[config.mk]
export PLATFORM = sky130hd
export DESIGN_NAME = wb_regfile
export DESIGN_NICKNAME = d
export VERILOG_FILES = /design/src/rtl/wb_pkg.sv /design/src/rtl/load_extend.sv /design/src/rtl/wb_regfile.sv
export SDC_FILE = /design/constraint.sdc
export NUM_CORES = 2
export LEC_CHECK = 0
export CAP_MARGIN = 20
export CORE_MARGIN = 2
export CORE_UTILIZATION = 58
export DETAILED_ROUTE_END_ITERATION = 10
export PLACE_DENSITY_LB_ADDON = 0.3
export SYNTH_ARGS = -nofsm -noshare
export SYNTH_HDL_FRONTEND = slang
export SYNTH_SLANG_ARGS = --single-unit
export TNS_END_PERCENT = 20
[constraint.sdc]
create_clock -name clk -period 3.05 [get_ports clk]
set_input_delay 0.61 -clock clk [delete_from_list [all_inputs] [get_ports clk]]
set_output_delay 0.61 -clock clk [all_outputs]
set_load 0.005 [all_outputs]
[src/rtl/wb_pkg.sv]
// Shared constants and types for the writeback / register-file stage.
package wb_pkg;

  localparam int unsigned XLEN      = 32;
  localparam int unsigned REG_IDX_W = 5;
  localparam int unsigned NUM_REGS  = 32;

  // func3 load width/sign codes
  localparam logic [2:0] F3_LB  = 3'b000;
  localparam logic [2:0] F3_LH  = 3'b001;
  localparam logic [2:0] F3_LW  = 3'b010;
  localparam logic [2:0] F3_LBU = 3'b100;
  localparam logic [2:0] F3_LHU = 3'b101;

  localparam logic [REG_IDX_W-1:0] ECALL_IDX = REG_IDX_W'(17);

  typedef enum logic {
    RUN  = 1'b0,
    HALT = 1'b1
  } state_t;

endpackage

[src/rtl/load_extend.sv]
// Selects the byte/half lane of a loaded word and sign- or zero-extends it.
module load_extend
  import wb_pkg::*;
(
  input  logic [XLEN-1:0] word,
  input  logic [1:0]      lane,
  input  logic [2:0]      func3,
  output logic [XLEN-1:0] value
);

  logic [7:0]  w_byte;
  logic [15:0] w_half;

  always_comb begin
    w_byte = 8'h00;
    case (lane)
      2'd0:    w_byte = word[7:0];
      2'd1:    w_byte = word[15:8];
      2'd2:    w_byte = word[23:16];
      default: w_byte = word[31:24];
    endcase
    w_half = lane[1] ? word[31:16] : word[15:0];
  end

  always_comb begin
    value = word;
    case (func3)
      F3_LB:   value = {{24{w_byte[7]}}, w_byte};
      F3_LH:   value = {{16{w_half[15]}}, w_half};
      F3_LW:   value = word;
      F3_LBU:  value = {24'h000000, w_byte};
      F3_LHU:  value = {16'h0000, w_half};
      default: value = word;
    endcase
  end

endmodule

[src/rtl/wb_regfile.sv]
// Writeback stage with 32x32 register file, write-through reads, retire
// counter and an ecall-driven RUN/HALT state machine.
module wb_regfile
  import wb_pkg::*;
(
  input  logic                 clk,
  input  logic                 rst,
  input  logic [XLEN-1:0]      dm_out_reg,
  input  logic [XLEN-1:0]      alu_out_reg,
  input  logic [REG_IDX_W-1:0] rd_index_reg,
  input  logic                 wb_sel_reg,
  input  logic                 wb_en_reg,
  input  logic [2:0]           func3_reg,
  input  logic                 ecall_sig_reg,
  input  logic [REG_IDX_W-1:0] rs1_index,
  input  logic [REG_IDX_W-1:0] rs2_index,
  output logic [XLEN-1:0]      rs1_data,
  output logic [XLEN-1:0]      rs2_data,
  output logic [XLEN-1:0]      wb_data,
  output logic                 halt,
  output logic [XLEN-1:0]      ecall_code,
  output logic [XLEN-1:0]      retire_cnt
);

  logic [XLEN-1:0] r_regs [NUM_REGS];
  logic [XLEN-1:0] r_retire_cnt;
  logic [XLEN-1:0] r_ecall_code;
  logic            r_halt;
  state_t          r_state;

  logic [XLEN-1:0] w_load_val;
  logic            w_commit;
  logic [XLEN-1:0] w_x17;

  load_extend u_load_extend (
    .word  (dm_out_reg),
    .lane  (alu_out_reg[1:0]),
    .func3 (func3_reg),
    .value (w_load_val)
  );

  assign wb_data  = wb_sel_reg ? w_load_val : alu_out_reg;
  assign w_commit = wb_en_reg && (rd_index_reg != '0) && (r_state == RUN);

  // Reads see a write committing on the coming edge.
  always_comb begin
    rs1_data = r_regs[rs1_index];
    rs2_data = r_regs[rs2_index];
    w_x17    = r_regs[ECALL_IDX];
    if (w_commit && (rs1_index == rd_index_reg)) rs1_data = wb_data;
    if (w_commit && (rs2_index == rd_index_reg)) rs2_data = wb_data;
    if (w_commit && (rd_index_reg == ECALL_IDX)) w_x17    = wb_data;
    if (rs1_index == '0) rs1_data = '0;
    if (rs2_index == '0) rs2_data = '0;
  end

  always_ff @(posedge clk or negedge rst) begin
    if (!rst) begin
      for (int i = 0; i < int'(NUM_REGS); i++) r_regs[i] <= '0;
      r_retire_cnt <= '0;
    end else if (w_commit) begin
      r_regs[rd_index_reg] <= wb_data;
      r_retire_cnt         <= r_retire_cnt + XLEN'(1);
    end
  end

  // HALT is sticky; ecall_code captures x17 including a same-edge write.
  always_ff @(posedge clk or negedge rst) begin
    if (!rst) begin
      r_state      <= RUN;
      r_halt       <= 1'b0;
      r_ecall_code <= '0;
    end else begin
      case (r_state)
        RUN: begin
          if (ecall_sig_reg) begin
            r_state      <= HALT;
            r_halt       <= 1'b1;
            r_ecall_code <= w_x17;
          end
        end
        default: begin
          r_state <= HALT;
          r_halt  <= 1'b1;
        end
      endcase
    end
  end

  assign halt       = r_halt;
  assign ecall_code = r_ecall_code;
  assign retire_cnt = r_retire_cnt;

endmodule

### Word level (Yosys, flattened, before mapping)

Index checks and enable logic that the tools add are counted.

* bitwise operators: 4
* shift operators: 0
* $lt $le $gt $ge: 4
* add/sub/neg operators: 1
* divide/modulo/power cells: 0
* mux-type cells: 22
* reduce and logical (&&, ||, !) cells: 13
* multipliers: 0
* eq/ne operators: 8

Operators by type and width (count)
* 1024-bit bitwise mux: 1
* 32-bit two-way mux: 11
* 32-bit binary-select mux with 5-bit select: 2
* 32-bit demux with 5-bit select: 1
* 32-bit one-hot mux with 4 select lines: 1
* 32-bit by 1-bit adder with 32-bit output (second input constant): 1
* 8-bit one-hot mux with 3 select lines: 1
* 6-bit greater-or-equal comparator (second input constant): 3
* 5-bit inverter with 6-bit output: 3
* 16-bit two-way mux: 1
* 5-bit equality test: 2
* 5-bit zero test: 2
* 3-bit equality test (second input constant): 2
* 1-bit logical AND: 6
* 6-bit by 1-bit less-than comparator with 1-bit output (second input constant): 1
* 5-bit equality test (second input constant): 1
* 5-bit nonzero test: 1
* 1-bit two-way mux: 4
* 3-bit by 1-bit equality test with 1-bit output (second input constant): 1
* 3-bit zero test: 1
* 2-bit by 1-bit equality test with 1-bit output (second input constant): 1
* 2-bit equality test (second input constant): 1
* 2-bit zero test: 1
* 2-bit AND reduction: 1
* 2 further kinds: 2

* memories kept: 0
* RAM bits: 0
* ROM bits: 0
* output and inout port bits: 161
* bits in latches: 0
* register bits: 1090
* input port bits: 87

### Longest topological paths before layout

* depth after elaboration: 6
* mapped depth: 11

### Hierarchy

A second synthesis with hierarchy kept.

* cells, all modules: 5366
* area, all modules: 57231.1 um2

By module, submodules not included
* wb_regfile: cells an instance 5235, instances 1, area an instance 56507.9 um2
* load_extend: cells an instance 131, instances 1, area an instance 723.2 um2

### Least setup slack after synthesis

OpenSTA, ideal clock, no wires.

* path kind: input to output
* from: input rs2_index[0]
* to: output rs2_data[15]
* data required time: 2.440 ns
* stages on the path: 8
* arrival: 2.265 ns
* slack: 0.175 ns
* path buffers: 3
* path through: buf_4 -> buf_4 -> buf_2 -> mux4_2 -> a22oi_1 -> nand2_1 -> a211oi_1 -> a211oi_1

* cells in the longest elaborated chain, start to end: 6
* elaborated cells between the ends (all ways): 9

Ends and longest elaborated chain
* start, declared: line wb_regfile.sv:16 `input logic [REG_IDX_W-1:0] rs2_index,`
* 5-bit inverter with 6-bit output (not written as such): line wb_regfile.sv:48 `rs2_data = r_regs[rs2_index];`
* 32-bit binary-select mux with 5-bit select: line wb_regfile.sv:48
* 32-bit two-way mux (not written as such) (2 in a row): line wb_regfile.sv:48
* 32-bit two-way mux: line wb_regfile.sv:51 `if (w_commit && (rs2_index == rd_index_reg)) rs2_data = wb_data;`
* 32-bit two-way mux *: line wb_regfile.sv:54 `if (rs2_index == '0) rs2_data = '0;`
* end, declared: line wb_regfile.sv:18 `output logic [XLEN-1:0] rs2_data,`

Mark *: on every way between the ends. The rest lies on a longest branch, timed or not. The select of a mux whose other input is x is not followed.

### Worst setup path after layout

* from: register r_state
* to: output rs2_data[7]

* cells in the longest elaborated chain, start to end: 5

Ends and longest elaborated chain
* start, declared: line wb_regfile.sv:29 `state_t r_state;`
* start signal, assigned: line wb_regfile.sv:70 `r_state <= RUN;`
* start signal, assigned: line wb_regfile.sv:77 `r_state <= HALT;`
* start signal, assigned: line wb_regfile.sv:83 `r_state <= HALT;`
* 1-bit inverter (no source line)
* 1-bit logical AND: line wb_regfile.sv:43 `assign w_commit = wb_en_reg && (rd_index_reg != '0) && (r_state == RUN);`
* 1-bit logical AND: line wb_regfile.sv:51
* 32-bit two-way mux: line wb_regfile.sv:51
* 32-bit two-way mux: line wb_regfile.sv:54

Every way passes these cells.

==> out/qor.yml <==
floorplan:
  die_w_um: 316.4
  start_util: 0.5855
  die_area_sq_um: 100100
  io_pins: 248
  num_rows: 114
  die_y_um: 316.4
  core-area_sq_um: 96710
drt:
  drt_drc_violations_left: 0
  dr.pass1.iters: 8
  drtAntennaViolNets: 0
  wl_um: 216500
  wl_per_cell_um: 30.28
  routed-via-count: 50362
  viasPerCell: 7.044
  drtIter0Drc: 7429
place:
  numPortBuffers: 247
  dpl.cell_count: 6858
  dp_hpwl_um: 141100
  gp_congestion: 0.9624
  dp_slack_ps: -1127
grt:
  grt_pass1_wl_um: 312400
  antenna_found_initial: 12
  first_global_vias: 49235
  track_usage: 0.4248
  grt_max_degree: 125
  overflow: 0
worst_setup_path:
  end_kind: "primary output"
  cp.arrival_ps: 2870
  crit_type: "reg2out"
  setup.worst_path.start_class: "flip-flop"
  crit_fanout: 3
  required_ps: 2440
yosys:
  yosysUniqueCellTypes: 67
  synth_top_area_share: 0.4817
  ys.flop_type: "dfrtp_1"
  synthTopCellsByCount: "nand2_1, dfrtp_1, o21ai_0, mux4_2, clkbuf_1"
  synth.area.top_cells: "dfrtp_1, mux4_2, o21ai_0, nand2_1, clkbuf_1"
  synth_edf_count: 0
  yosysMostFrequentCell: "nand2_1"
  async_flop_share: 1.000
  synth.largest_area_cell: "dfrtp_1"
  yosys_warnings: 0
  synth-seq-cells: 1090
  syn-cell-area_sq_um: 56620
  synthCells: 5207
  syn-mean-instance-area_sq_um: 10.87
  yosysSeqAreaShare: 0.4817
  synth_fp_nets: 5295
power_and_ir_drop:
  p_leak_nw: 31.17
  peakVddDrop_mv: 0.4454
  power_density_nw_per_um2: 472.9
cts:
  cts_tree: "done"
  path_clk_slew_ps: 60
  cts_made_buffers: 111
  cts_root_buf: "clkbuf_16"
  cts.htree.levels: 3
  clockBufferDepth: 3
  clk_latency_ps: 700
  cts_sinks: 1090
sta:
  period_needed_ps: 3482
  finalHoldViolCount: 0
  min_period_over_period: 1.142
  final_max_slew_viol_count: 0
  max_clock_freq_mhz: 287.2
  max-slew-margin-rel: 0.4848
  skew_ps: 20.88
  finalSetupViolCount: 76
  worstMarginPinSlew_ps: 772.8
  rsz0062_at_grt: "true"
  setup_ws_ps: -432.1
layout:
  areaGrowthSynthToFinish_pct: 25.83
  final_cells: 7150
  drive_gt1_frac: 0.3124
  num-nets-final: 5868
worst_hold_path:
  min_path_type: "reg2reg"
run_status:
  violations: "negative setup slack"
  status: "finished, violations left"
job:
  drv_cap: 0
[through the flow]
stage	total power [mW]	TNS, ps	utilization	hold slack (ps)	cell area (sq um)
CTS	33.33	-37260	0.7225	396.9	69870
finish	33.69	-19600	0.7367	392.1	71250
global route	34.42	-21620	0.7367	414.5	71240
detailed placement	18.99	-228070	0.6742	383.3	65200
floorplan	16.70	0	-	314.4	56620
global placement	18.92	-179660	0.6742	376.6	65200
[state kept, by name, summed over array words and instances, names as in the netlist]
signal,count
ecall_code,32
retire_cnt,32
r_state,1
r_regs,1024
halt,1
[logic make-up (layout without fill, tap and decap cells)]
logic type,after synthesis,after routing,synth area share
compound gates,1440,1440,0.1450
fa+ha+maj,1,1,0.0002209
mux,638,638,0.2159
xor+xnor,41,41,0.006342
simple gates,1407,1408,0.1028
flops,1090,1090,0.4817
buf+inv,590,1253,0.04797
other cells,0,3,0
[layer usage]
layer,global-route usage,up-vias,share of wire
li1,-,20066,-
met1,0.5503,24806,0.34
met2,0.6034,4472,0.43
met3,0.1844,996,0.17
met4,0.2354,22,0.061
met5,0,-,0.0017
[final cells by class]
cell class	count	area (sq um)
antenna	3	7.507
clock buffer	148	3168
clock inverter	56	679.4
fill	6023	25460
inverter	46	178.9
multi-input combinational	3528	27920
sequential	1090	27280
tap	1276	1597
timing repair buffer	1003	10420
[placed cells by master (no fill, tap or decap), drive strengths merged, types with 44 or more instances in the layout]
cell,netlist,routed
clkdlybuf4s50,0,131
mux2i,112,112
inv,42,45
nor2,75,75
mux4,460,460
o22ai,99,99
nand2,1101,1101
dfrtp,1090,1090
buf,179,820
a211oi,112,112
a22oi,44,44
nor3,72,72
o21ai,1002,1002
mux2,66,66
clkbuf,365,180
a21oi,86,86
[critical path, cell delays in order (launching register included)]
cell,delay (ps)
dfrtp_2,500
nor2b_4,170
buf_6,110
o21ai_4,60
nor4_4,140
buf_6,150
buf_12,120
buf_12,120
buf_12,100
buf_8,100
a211oi_4,40
a211oi_4,360
buf_2,190
[report_power, final]
part / internal, mW / switching [mW]
Clock: 8.46 / 6.10
Sequential: 14.6 / 0.152
Combinational: 1.81 / 2.53
[final timing paths]
check	slack, ps	to	start	cells after the start
setup / recovery	-430	rs2_data[7]	r_state	12
hold / removal	390	r_regs[1015]	r_regs[1015]	0
setup reg to reg	400	ecall_code[13]	r_state	7
hold reg to reg	390	r_regs[1015]	r_regs[1015]	0
max in group asynchronous	1460	r_regs[509]	rst	3
min in group asynchronous	420	r_regs[520]	rst	2
[what timing repair did]
| item | CTS | global route |
|---|---|---|
| setup endpoints to repair | 96 | 96 |
| cloned | 3 | 8 |
| setup buffers | 23 | 61 |
| endpoints found under the hold margin | 28 | 0 |
| gates resized for setup | 355 | 302 |
| pin swaps | 48 | 63 |
| hold buffers | 1 | 0 |
Power figures use the tool's default switching activity.
